## src/rtl/eio_bus_ctrl.sv

```systemverilog
// eio_bus_ctrl: sequences one RisKy1 EIO access at a time onto N_DEV
// memory-mapped device slots, with decode and timeout fault completion.
//
// Ports:
//   clk_in, reset_in          clock, async active-high reset
//   cpu_req/rd/wr/addr/wr_data  core access request, held until cpu_ack
//   cpu_ack/ack_fault/ack_data  one-cycle registered completion
//   dev_req                   one-hot request to the decoded slot
//   dev_rd/wr/addr/wr_data    latched access fields, shared by all slots
//   dev_ack, dev_ack_data     per-slot done strobe and read data
module eio_bus_ctrl #(
    parameter int unsigned N_DEV    = 4,
    parameter logic [31:0] EIO_BASE = 32'hFFFF_0000,
    parameter int unsigned SEL_LSB  = 8,
    parameter int unsigned TIMEOUT  = 255
) (
    input  logic                  clk_in,
    input  logic                  reset_in,
    input  logic                  cpu_req,
    input  logic                  cpu_rd,
    input  logic                  cpu_wr,
    input  logic [31:0]           cpu_addr,
    input  logic [31:0]           cpu_wr_data,
    output logic                  cpu_ack,
    output logic                  cpu_ack_fault,
    output logic [31:0]           cpu_ack_data,
    output logic [N_DEV-1:0]      dev_req,
    output logic                  dev_rd,
    output logic                  dev_wr,
    output logic [SEL_LSB-1:0]    dev_addr,
    output logic [31:0]           dev_wr_data,
    input  logic [N_DEV-1:0]      dev_ack,
    input  logic [32*N_DEV-1:0]   dev_ack_data
);

    localparam int unsigned SW = (N_DEV > 1) ? $clog2(N_DEV) : 1;
    localparam int unsigned CW = $clog2(TIMEOUT + 1);

    // Window size in bytes; 33 bits so a full 4 GiB window still compares.
    localparam logic [32:0]   WIN      = 33'(N_DEV) << SEL_LSB;
    localparam logic [CW-1:0] CNT_MAX  = CW'(TIMEOUT);
    localparam logic [CW-1:0] CNT_LAST = CW'(TIMEOUT - 1);

    typedef enum logic [1:0] {
        S_IDLE,
        S_WAIT,
        S_ACK
    } state_t;

    state_t               state_q, state_d;
    logic [N_DEV-1:0]     req_q, req_d;
    logic                 rd_q, rd_d;
    logic                 wr_q, wr_d;
    logic [SEL_LSB-1:0]   addr_q, addr_d;
    logic [31:0]          wdata_q, wdata_d;
    logic [SW-1:0]        sel_q, sel_d;
    logic [CW-1:0]        cnt_q, cnt_d;
    logic                 ack_q, ack_d;
    logic                 fault_q, fault_d;
    logic [31:0]          data_q, data_d;

    // Decode of the incoming access; offset wraps so addresses below
    // the base land far outside the window.
    logic [31:0]   off;
    logic          bad;
    logic [SW-1:0] sel_in;
    logic          hit_ack;
    logic [31:0]   hit_data;

    assign off    = cpu_addr - EIO_BASE;
    assign bad    = ({1'b0, off} >= WIN)
                 || (cpu_addr[1:0] != 2'b00)
                 || (cpu_rd == cpu_wr);
    assign sel_in = off[SEL_LSB +: SW];

    assign hit_ack  = dev_ack[sel_q];
    assign hit_data = dev_ack_data[32*int'(sel_q) +: 32];

    always_comb begin
        state_d = state_q;
        req_d   = req_q;
        rd_d    = rd_q;
        wr_d    = wr_q;
        addr_d  = addr_q;
        wdata_d = wdata_q;
        sel_d   = sel_q;
        cnt_d   = cnt_q;
        ack_d   = 1'b0;
        fault_d = 1'b0;
        data_d  = 32'h0;

        unique case (state_q)
            S_IDLE: begin
                if (cpu_req) begin
                    rd_d    = cpu_rd;
                    wr_d    = cpu_wr;
                    wdata_d = cpu_wr_data;
                    addr_d  = off[SEL_LSB-1:0];
                    sel_d   = sel_in;
                    if (bad) begin
                        state_d = S_ACK;
                        ack_d   = 1'b1;
                        fault_d = 1'b1;
                    end else begin
                        state_d = S_WAIT;
                        req_d   = N_DEV'(1) << sel_in;
                        cnt_d   = '0;
                    end
                end
            end
            S_WAIT: begin
                if (cnt_q != CNT_MAX) begin
                    cnt_d = cnt_q + 1'b1;
                end
                // Device ack takes priority over a coincident timeout.
                if (hit_ack) begin
                    state_d = S_ACK;
                    req_d   = '0;
                    ack_d   = 1'b1;
                    data_d  = rd_q ? hit_data : 32'h0;
                end else if (cnt_q == CNT_LAST) begin
                    state_d = S_ACK;
                    req_d   = '0;
                    ack_d   = 1'b1;
                    fault_d = 1'b1;
                end
            end
            S_ACK: begin
                state_d = S_IDLE;
            end
            default: begin
                state_d = S_IDLE;
                req_d   = '0;
            end
        endcase
    end

    always_ff @(posedge clk_in or posedge reset_in) begin
        if (reset_in) begin
            state_q <= S_IDLE;
            req_q   <= '0;
            rd_q    <= 1'b0;
            wr_q    <= 1'b0;
            addr_q  <= '0;
            wdata_q <= 32'h0;
            sel_q   <= '0;
            cnt_q   <= '0;
            ack_q   <= 1'b0;
            fault_q <= 1'b0;
            data_q  <= 32'h0;
        end else begin
            state_q <= state_d;
            req_q   <= req_d;
            rd_q    <= rd_d;
            wr_q    <= wr_d;
            addr_q  <= addr_d;
            wdata_q <= wdata_d;
            sel_q   <= sel_d;
            cnt_q   <= cnt_d;
            ack_q   <= ack_d;
            fault_q <= fault_d;
            data_q  <= data_d;
        end
    end

    assign cpu_ack       = ack_q;
    assign cpu_ack_fault = fault_q;
    assign cpu_ack_data  = data_q;
    assign dev_req       = req_q;
    assign dev_rd        = rd_q;
    assign dev_wr        = wr_q;
    assign dev_addr      = addr_q;
    assign dev_wr_data   = wdata_q;

endmodule

```

## config.mk

```make
export PLATFORM = sky130hd
export DESIGN_NAME = eio_bus_ctrl
export DESIGN_NICKNAME = d
export VERILOG_FILES = /design/src/rtl/eio_bus_ctrl.sv
export SDC_FILE = /design/constraint.sdc
export NUM_CORES = 1
export LEC_CHECK = 0
export BUFFER_PORTS_ARGS = -buffer_cell sky130_fd_sc_hd__buf_2
export CORE_AREA = 2 2 108 110
export DETAILED_ROUTE_END_ITERATION = 16
export DIE_AREA = 0 0 110 112
export PLACE_DENSITY = 0.83
export REMOVE_ABC_BUFFERS = 1
export SLEW_MARGIN = 20
export SYNTH_ARGS = -nofsm -noshare
export SYNTH_HDL_FRONTEND = slang
export SYNTH_SLANG_ARGS = --single-unit
```

## constraint.sdc

```tcl
create_clock -name clk_in -period 7 [get_ports clk_in]
set_input_delay 1.4 -clock clk_in [delete_from_list [all_inputs] [get_ports clk_in]]
set_output_delay 1.4 -clock clk_in [all_outputs]
set_load 0.03 [all_outputs]
```

Word level (Yosys, flattened, before mapping)
Index checks and enable logic that the tools add are counted.
Cells by class
  equality and inequality tests: 9
  bitwise gates (word level): 1
  reduce and logical (&&, ||, !) cells: 9
  add/subtract/negate cells: 2
  order comparisons: 2
  mux-type cells: 26
  shifts and indexed selects: 2
Operators by type and width (count)
  indexed part select 128 x 8 -> 32 bit: 1
  two-way mux 32 bit: 3
  >= comparator 32 x 11 -> 1 bit, second input constant: 1
  subtractor 32 bit, second input constant: 1
  two-way mux 8 bit: 3
  two-way mux 4 bit: 4
  case mux 8 bit (2 select lines): 1
  case mux 4 bit (3 select lines): 1
  adder 8 x 1 -> 8 bit, second input constant: 1
  == test 8 bit, second input constant: 1
  two-way mux 2 bit: 4
  inequality test 8 bit, second input constant: 1
  AND reduction 4 bit: 2
  two-way mux 1 bit: 6
  inequality test 2 bit, second input constant: 3
  case mux 1 bit (2 select lines): 2
  case mux 2 bit (2 select lines): 1
  AND reduction 2 bit: 2
  nonzero test 2 bit: 2
  << shifter 1 x 2 -> 4 bit, first input constant: 1
  less-than comparator 2 x 3 -> 1 bit, second input constant: 1
  inequality test 3 bit, second input constant: 1
  binary-select mux 1 bit (select 2 bit): 1
  == test 2 x 1 -> 1 bit, second input constant: 1
  other kinds (5): 6
Storage, ports and cells
  output and inout port bits: 80
  register bits: 92
  input bits: 201

Depth between registers and ports, before layout
Gate-level depths: netlist of the first run.
  depth after elaboration: 7
  gate-level depth with buffers: 6
  depth with buffers taken out: 6

Least setup slack after synthesis of the first run
Ideal clock, no wire load.
  kind: input port to flip-flop
  start point: input port cpu_addr[13]
  end point: register cnt_q[1]
  data required time: 6.873 ns
  data arrival time: 2.721 ns
  stages: 6
  path slack: 4.152 ns
  path buffers: 1
  setup time: 0.127 ns
  path through: nand2b_4 -> or4_4 -> or3_1 -> buf_6 -> a21oi_2 -> o22ai_1
Between the ends
  cells in the longest elaborated chain, start to end: 6
Ends and longest elaborated chain
  from (decl): RTL line 22  | input logic [31:0] cpu_addr,
  subtractor 32 bit: RTL line 70  | assign off = cpu_addr - EIO_BASE;
  >= comparator 32 x 11 -> 1 bit: RTL line 71  | assign bad = ({1'b0, off} >= WIN)
  logical OR 1 bit: RTL line 72  | || (cpu_addr[1:0] != 2'b00)
  logical OR 1 bit: RTL line 73  | || (cpu_rd == cpu_wr);
  inequality test 2 bit (no source line)
  AND reduction 4 bit (no source line)
  to (signal assigned): RTL line 159  | cnt_q <= cnt_d;
  to (decl): RTL line 57  | logic [CW-1:0] cnt_q, cnt_d;
No other way between the ends.
A chain may end at the register's enable or synchronous reset.

Final worst setup path of the first run
  start point: input port cpu_addr[13]
  end point: register cnt_q[0]
Same word-level chain as after synthesis.

==> results of run 1 <==
[area by class of cell]
type                            count  area [sq um]  area share, %
Inverter                            6          25.0          0.402
Clock inverter                      3          68.8           1.11
Antenna cell                        1          2.50         0.0402
Sequential cell                    92          2300           37.0
Clock buffer                       13           260           4.18
Multi-Input combinational cell    269          1940           31.2
Timing Repair Buffer              285          1440           23.1
Tap cell                          143           179           2.88
[flip-flops by register name, summed over array words and instances, names as in the netlist]
register	flops
dev_wr_data	32
cnt_q	8
cpu_ack	1
cpu_ack_data	32
cpu_ack_fault	1
dev_req	4
sel_q	2
dev_rd	1
state_q	2
dev_wr	1
dev_addr	8
[synthesized netlist by cell type, types with 2 or more instances]
cell / count
nand2_1: 140
dfrtp_1: 92
mux4_2: 33
nor2b_1: 32
clkbuf_1: 14
nor2_1: 9
inv_1: 6
a32o_1: 4
and4_1: 4
nand3_1: 4
a41oi_1: 3
buf_1: 3
buf_2: 3
nor3_1: 3
o21ai_0: 3
xnor2_1: 3
a21oi_1: 2
a41o_1: 2
buf_6: 2
ha_1: 2
nand2b_1: 2
nand4_1: 2
nor4bb_1: 2
o211ai_1: 2
o22ai_1: 2
[per-layer routing]
layer | GRT usage, % | vias to the layer above
met3 | 5.09 | 19
met1 | 24.1 | 1875
met2 | 38.2 | 205
met4 | 7.93 | 0
met5 | 0 | -
li1 | - | 1890
[metrics by stage]
stage,area [sq um],instances
after global placement,5890,795
after detailed placement,5890,795
after global routing,6220,812
after floorplan,4270,367
after CTS,6220,811
final,6220,812
[worst min path at each step]
| stage | slack, ps | start | to | cells after the start |
|---|---|---|---|---|
| 5_1_grt | 490 | dev_wr_data[8]$_DFFE_PP0P_ | dev_wr_data[8]$_DFFE_PP0P_ | 2 |
| 4_1_cts | 470 | dev_addr[0]$_DFFE_PP0P_ | dev_addr[0]$_DFFE_PP0P_ | 2 |
| 3_5_place_dp | 460 | dev_addr[0]$_DFFE_PP0P_ | dev_addr[0]$_DFFE_PP0P_ | 2 |
| 6_report | 470 | dev_wr_data[25]$_DFFE_PP0P_ | dev_wr_data[25]$_DFFE_PP0P_ | 2 |
| 3_3_place_gp | 450 | dev_wr_data[23]$_DFFE_PP0P_ | dev_wr_data[23]$_DFFE_PP0P_ | 2 |
| 2_1_floorplan | 480 | cnt_q[7]$_DFFE_PP0P_ | cnt_q[7]$_DFFE_PP0P_ | 1 |
[logic make-up (layout without fill, tap and decap cells)]
family          after synthesis  count (layout)  synth area share, %
simple gates                207             207                 22.0
xor+xnor                      3               3                0.602
mux                          33              33                 17.0
compound gates               24              24                 4.21
fa+ha+maj                     2               2                0.573
other cells                   0               1                    0
flops                        92              92                 52.7
buf+inv                      28             307                 2.84
[where the power goes]
group | internal (W) | switching [W] | leakage, nW
Sequential | 0.000576 | 0.0000279 | 1.19
Clock | 0.000333 | 0.000191 | 0.160
Combinational | 0.000158 | 0.000193 | 2.03
[cell usage in the layout (no fill, tap or decap), types with 2 or more instances in the layout]
master	count
and4_1	4
buf_4	5
nor2_1	9
nor3_1	3
inv_1	5
nor4bb_1	2
a41o_1	2
bufinv_16	2
a32o_1	4
o22ai_1	2
buf_2	280
nand2b_1	2
a41oi_1	3
o21ai_0	3
nand3_1	4
dfrtp_1	91
clkbuf_1	2
clkbuf_8	2
nand4_1	2
a21oi_1	2
nor2b_1	32
o211ai_1	2
xnor2_1	3
ha_1	2
clkbuf_16	9
nand2_1	139
mux4_2	33
[worst min-delay path: stages, from the launching register on]
cell and delay, ps:
dfrtp_1 340, nand2_1 50, nand2_1 50
==> metrics.cfg, run 1 <==
[power_and_ir_drop]
power_w = 0.00148
ir_drop_mv = 0.117
p_leak_nw = 3.38
powerDensity_nw_per_um2 = 238

[setup_path]
cp_max_fo = 8
path_class = input pin to flip-flop
r2r_end = dev_req[2]$_DFFE_PP0P_
startpoint = cpu_addr[13]
worst_ep_arrival_time_ps = 3010
start_kind = input pin
critical_path.endpoint = cnt_q[0]$_DFFE_PP0P_
crit_required_ps = 7200
path_depth = 6
reg2reg_slack_ps = 4650
crit_buf_inv = 1
cp_top_family = simple AND/OR/NAND/NOR gates
cpMaxStageDelayCell = or3_1
reg2reg_depth = 5
rr_startpoint = sel_q[0]$_DFFE_PP0P_
path_cells = buf_2 -> nand2b_4 -> or4_4 -> or3_1 -> a21oi_2 -> a21oi_1
cp-end-kind = flip-flop
critPathMaxStageDelay_ps = 580

[synthesis]
synth_seq_cells = 92
syn_area_sq_um = 4370
synthArstFlopShare_pct = 100
synth_top_area_share_pct = 52.7
ys_seq_area_share_pct = 52.7
synth_edf_count = 0
synthFlopType = dfrtp_1
synth.avg_cell_area_sq_um = 11.2
syn_inst = 389
ys_warn_count = 0
synth.distinct_cells = 40
synth_area_leaders = dfrtp_1, mux4_2, nand2_1, nor2b_1, clkbuf_1
yosysTopAreaCell = dfrtp_1

[floorplanning]
start_util_pct = 39.1
die_w_um = 110
io_pins = 281
core_sq_um = 11200
die-area_sq_um = 12300
fp-row-count = 39
die_h_um = 112

[drt]
post_drt_via_cell_ratio = 4.91
top_layer = met4
met1Wirelength_um = 4890
routedWlPerCell_um = 16.0
drtAntennaViolNets = 0
wl_met3_um = 1050
wl_met2_um = 6760
drtPass1Iterations = 4
routed_wl_um = 13000
drtIter0Drc = 288
vias = 3989
route.detailed.drc = 0

[sta]
min_period_ps = 2810
grt_setup_unrepaired = no
tightest_slew_ps = 991
max_slew_margin_pct = 33.7
hold_violations = 0
fin_setup_tns_ps = 0
fin_hold_ws_ps = 470
finalMaxSlewViolations = 0
skew_ps = 7.96
max_freq_mhz = 356
fin_crit_sh_pct = 40.1
setup_ws_ps = 4190
setup_violations = 0

[cts]
insertion_delay_ps = 330
hold_buffers = 0
cts_sinks = 92
tritoncts = yes
post_cts_buffers = 0
cts_buffers = 9
cts_resized = 0
cts_buffer_depth = 2
htreeDepth = 3
cts_root_buf = clkbuf_16
path_clk_slew_ps = 60

[worst_hold_path]
worstHoldPathType = flip-flop to flip-flop

[placed_design]
port_buffers = 280
pre_cts_slack_ps = 3860
dp_hpwl_um = 10300
gp_congestion = 0.852

[final_layout]
area_delta_synth_final_pct = 42.5
nets = 866
fin_util_pct = 55.7
n_fill_cell = 992
drive_gt1_share_pct = 50.7

[global_routing]
grt_pass1_wl_um = 19800
antenna_found_initial = 1
track_usage_pct = 21.3
grt_max_degree = 52
first_global_vias = 4140
grt_overflow = 0

[status]
status = finished, final reports clean

[job]
maxCapViolCount = 0

Power figures use the tool's default switching activity.
==> inputs of run 2 (changes only) <==
Settings changed: CORE_AREA 2 2 108 110 to 2 2 110 112, DIE_AREA 0 0 110 112 to 0 0 112 114, PLACE_DENSITY 0.83 to 0.81.
Clock period 7 ns to 2.8 ns, I/O delays scaled along.
==> metrics.cfg, run 2 (same netlist as run 1, synthesis figures left out) <==
[floorplanning]
fp-row-count = 40
core_sq_um = 11700
start_util_pct = 37.3
io_pins = 281
die_w_um = 112
die-area_sq_um = 12800
die_h_um = 114

[sta]
fin_crit_sh_pct = 71.1
setup_ws_ps = 809
skew_ps = 6.71
max_freq_mhz = 502
tightest_slew_ps = 617
setup_violations = 0
finalMaxSlewViolations = 0
grt_setup_unrepaired = no
max_slew_margin_pct = 58.9
fin_setup_tns_ps = 0
hold_violations = 0
min_period_ps = 1990

[placed_design]
gp_congestion = 0.843
pre_cts_slack_ps = 468
port_buffers = 280
dp_hpwl_um = 10300
placedInstanceArea_sq_um = 5930

[setup_path]
critPathMaxStageDelay_ps = 580
reg2reg_depth = 5
crit_required_ps = 3010
cp_max_fo = 8
crit_buf_inv = 1
path_class = input pin to flip-flop
start_kind = input pin
cpMaxStageDelayCell = or3_1
path_cells = buf_2 -> nand2b_4 -> or4_4 -> or3_1 -> a21oi_2 -> o22ai_1
rr_startpoint = state_q[1]$_DFFE_PP0P_
reg2reg_slack_ps = 880
cp-end-kind = flip-flop
worst_ep_arrival_time_ps = 2200
r2r_end = cnt_q[6]$_DFFE_PP0P_
cp_top_family = simple AND/OR/NAND/NOR gates

[drt]
wl_met3_um = 1040
routedWlPerCell_um = 15.7
wl_met2_um = 6420
top_layer = met4
vias = 3970
drtPass1Iterations = 4
routed_wl_um = 12800
met1Wirelength_um = 5080
post_drt_via_cell_ratio = 4.85
route.detailed.drc = 0
drtAntennaViolNets = 0
drtIter0Drc = 316

[final_layout]
final_common_cell = buf_2
nets = 868
drive_gt1_share_pct = 51.1
area_delta_synth_final_pct = 42.9
n_fill_cell = 1044
final_cell_mix = buf_2, nand2_1, dfrtp_1
final_area_sq_um = 6240
fin_util_pct = 53.3

[global_routing]
grt_pass1_wl_um = 19900
track_usage_pct = 20.1
first_global_vias = 3963
grt_max_degree = 46
antenna_found_initial = 2
grt_overflow = 0

[status]
status = finished, final reports clean

[cts]
tritoncts = yes
htreeDepth = 3
cts_resized = 0
cts_buffers = 9
cts_root_buf = clkbuf_16
cts_sinks = 92
cts_buffer_depth = 2
insertion_delay_ps = 330
post_cts_buffers = 0
path_clk_slew_ps = 70
hold_buffers = 0

[power_and_ir_drop]
power_frac_seq_pct = 41.9
power.internal_w = 0.00256
powerDensity_nw_per_um2 = 578
p_leak_nw = 3.38
p_sw_w = 0.00105
swShare_pct = 29.1
combPwrFrac_pct = 24.5
ir_drop_mv = 0.349
clkPwrFrac_pct = 33.6

[worst_hold_path]
worstHoldPathType = input pin to async pin

[job]
maxCapViolCount = 0

## run 2: power groups by stage
stage,Clock (W),Sequential [W],Combinational [W]
floorplan,0,0.00176,0.000339
global placement,0,0.00153,0.000873
detailed placement,0,0.00154,0.000891
CTS,0.00125,0.00151,0.000891
global route,0.00131,0.00153,0.000961
finish,0.00121,0.00151,0.000882
## run 2: how the worst max path moves through the flow
stage	startpoint	endpoint	slack, ps	cells past startpoint
after global routing	state_q[1]$_DFFE_PP0P_	cnt_q[6]$_DFFE_PP0P_	750	5
after global placement	cpu_addr[13]	cnt_q[7]$_DFFE_PP0P_	490	6
after CTS	cpu_addr[13]	cnt_q[1]$_DFFE_PP0P_	820	6
final	cpu_addr[13]	cnt_q[1]$_DFFE_PP0P_	810	6
after floorplan	sel_q[0]$_DFFE_PP0P_	cpu_ack_data[0]$_DFF_PP0_	-160	3
after detailed placement	cpu_addr[13]	cnt_q[1]$_DFFE_PP0P_	470	6
## run 2: final cells by class
type,instances,area (sq um),share of cell area (%)
multi-input cells,269,1940,31.1
diodes,2,5.00,0.0802
clock buffers,10,239,3.83
clock inverters,5,60.1,0.963
repair buffers,287,1480,23.7
flip-flops and latches,92,2300,36.9
well taps,147,184,2.95
inverters,6,25.0,0.401
## run 2: layer usage
metal  vias to the layer above  GRT usage, %
met2                       191          34.5
met1                      1871          24.8
met5                         -             0
met4                         0          8.62
met3                        17          4.25
li1                       1891             -
## run 2: stage by stage
| stage | hold WS (ps) | total power, W | std cells |
|---|---|---|---|
| final | 284 | 0.00360 | 818 |
| after global routing | 328 | 0.00380 | 818 |
| after CTS | 309 | 0.00365 | 816 |
| after detailed placement | 457 | 0.00243 | 801 |
| after global placement | 453 | 0.00240 | 801 |
| after floorplan | 479 | 0.00210 | 367 |
==> inputs of run 3 (changes only) <==
Settings changed: CORE_AREA 2 2 110 112 to unset, CORE_ASPECT_RATIO set to 2, CORE_MARGIN set to 2, CORE_UTILIZATION set to 39, DIE_AREA 0 0 112 114 to unset, PLACE_DENSITY 0.81 to 0.86.
Clock period 2.8 ns to 1.8 ns, I/O delays scaled along.
==> metrics.cfg, run 3 (same netlist as run 1, synthesis figures left out) <==
[floorplanning]
die_w_um = 78.8
fp-row-count = 54
core_sq_um = 10900
io_pins = 281
die_h_um = 154
die-area_sq_um = 12100
start_util_pct = 39.9

[drt]
drtIter0Drc = 148
vias = 4120
route.detailed.drc = 0
drtAntennaViolNets = 0
routedWlPerCell_um = 15.7
routed_wl_um = 12900
drtPass1Iterations = 4
post_drt_via_cell_ratio = 5.00

[global_routing]
grt_overflow = 0
first_global_vias = 4388
antenna_found_initial = 0
track_usage_pct = 21.5
grt_max_degree = 47
grt_pass1_wl_um = 20200

[final_layout]
area_delta_synth_final_pct = 46.5
n_fill_cell = 947
final_common_cell = buf_2
multiInputGateArea_sq_um = 1960
nets = 882
antenna_cells = 0
ff_latch_area_sq_um = 2300
final_cell_mix = buf_2, nand2_1, dfrtp_1
drive_gt1_share_pct = 52.3
fin_util_pct = 58.4

[power_and_ir_drop]
power_w = 0.00571
p_leak_nw = 3.47
powerDensity_nw_per_um2 = 893
ir_drop_mv = 0.462

[cts]
insertion_delay_ps = 340
tritoncts = yes
cts_sinks = 92
htreeDepth = 3
cts_root_buf = clkbuf_16
cts_buffers = 9
path_clk_slew_ps = 70
cts_buffer_depth = 2

[placed_design]
dp_hpwl_um = 10700
port_buffers = 280
gp_congestion = 0.895

[sta]
tightest_slew_ps = 470
max_slew_margin_pct = 68.7
fin_setup_tns_ps = 0
setup_violations = 0
fin_crit_sh_pct = 95.1
hold_violations = 0
grt_setup_unrepaired = no
finalMaxSlewViolations = 0
min_period_ps = 1710
skew_ps = 9.00
max_freq_mhz = 584

[setup_path]
start_kind = flip-flop
crit_required_ps = 2010
rr_startpoint = cnt_q[2]$_DFFE_PP0P_
cp_max_fo = 6
startpoint = cnt_q[2]$_DFFE_PP0P_
critical_path.endpoint = cnt_q[7]$_DFFE_PP0P_
worst_ep_arrival_time_ps = 1930
r2r_end = cnt_q[7]$_DFFE_PP0P_
cp-end-kind = flip-flop
reg2reg_slack_ps = 90
path_class = flip-flop to flip-flop
reg2reg_depth = 5

[worst_hold_path]
min_from = cpu_wr_data[4]
worstHoldPathType = input pin to flip-flop

[job]
maxCapViolCount = 0

[status]
status = finished, final reports clean

==> run 3: changes by cell type in the layout (fill, tap and decap cells not counted) <==
cell           before  now
buf_4               5   15
buf_12              2    5
diode_2             2    0
inv_8               0    2
clkbuf_8            1    0
clkinv_2            1    0
clkinv_4            0    1
clkinvlp_4          1    0
dlygate4sd3_1       0    1
inv_6               2    3
nor4_1              1    0
nor4_2              0    1
o22ai_1             2    1
o22ai_2             0    1
==> run 3: repair_timing <==
action | CTS | global route
setup buffers | 0 | 0
hold buffers | 1 | 0
endpoints found under the setup margin | 4 | 1
cloned | 0 | 0
pin swaps | 0 | 1
hold endpoints to repair | 12 | 0
resized for setup | 1 | 1
==> run 3: routing by layer <==
metal | vias to the layer above | GRT usage [%] | share of wire [%]
li1 | 1919 | - | -
met1 | 1937 | 20.8 | 32
met2 | 236 | 40.7 | 56
met3 | 28 | 6.75 | 9.9
met4 | 0 | 9.11 | 2.7
met5 | - | 0 | 0
==> run 3: through the flow <==
step / setup slack [ps] / hold slack [ps] / cells / area [sq um]
2_1_floorplan: -1160 / 465 / 367 / 4270
3_3_place_gp: -221 / 373 / 807 / 6060
5_1_grt: 16.5 / 202 / 824 / 6400
3_5_place_dp: -251 / 370 / 807 / 6060
4_1_cts: 55.6 / 195 / 824 / 6390
6_report: 88.7 / 211 / 824 / 6400
==> run 3: worst max-delay path, cell delays in order (launching register included) <==
cell and delay, ps:
dfrtp_1 380, and4_1 270, a41o_1 300, or4_1 440, o211ai_1 120, o21ai_1 80
==> run 3: worst min-delay path by stage <==
| stage | to | cells after the start |
|---|---|---|
| final | dev_wr_data[4]$_DFFE_PP0P_ | 3 |
| after global routing | dev_wr_data[3]$_DFFE_PP0P_ | 3 |
| after CTS | dev_wr_data[19]$_DFFE_PP0P_ | 3 |
| after detailed placement | dev_wr_data[25]$_DFFE_PP0P_ | 2 |
| after global placement | dev_wr_data[21]$_DFFE_PP0P_ | 2 |
| after floorplan | dev_addr[0]$_DFFE_PP0P_ | 2 |
==> run 3: layout make-up <==
| class | count | share of cell area [%] |
|---|---|---|
| sequential | 92 | 36.0 |
| inverter | 6 | 0.391 |
| multi-input combinational | 269 | 30.6 |
| clock buffer | 9 | 3.52 |
| clock inverter | 7 | 1.37 |
| timing repair buffer | 301 | 25.4 |
| tap | 140 | 2.74 |
==> run 3: power breakdown <==
part | leakage (nW) | internal (W) | switching (W)
combinational | 2.13 | 0.000665 | 0.000779
clock | 0.155 | 0.00111 | 0.000818
sequential | 1.19 | 0.00224 | 0.0000964
total | 3.47 | 0.00402 | 0.00169
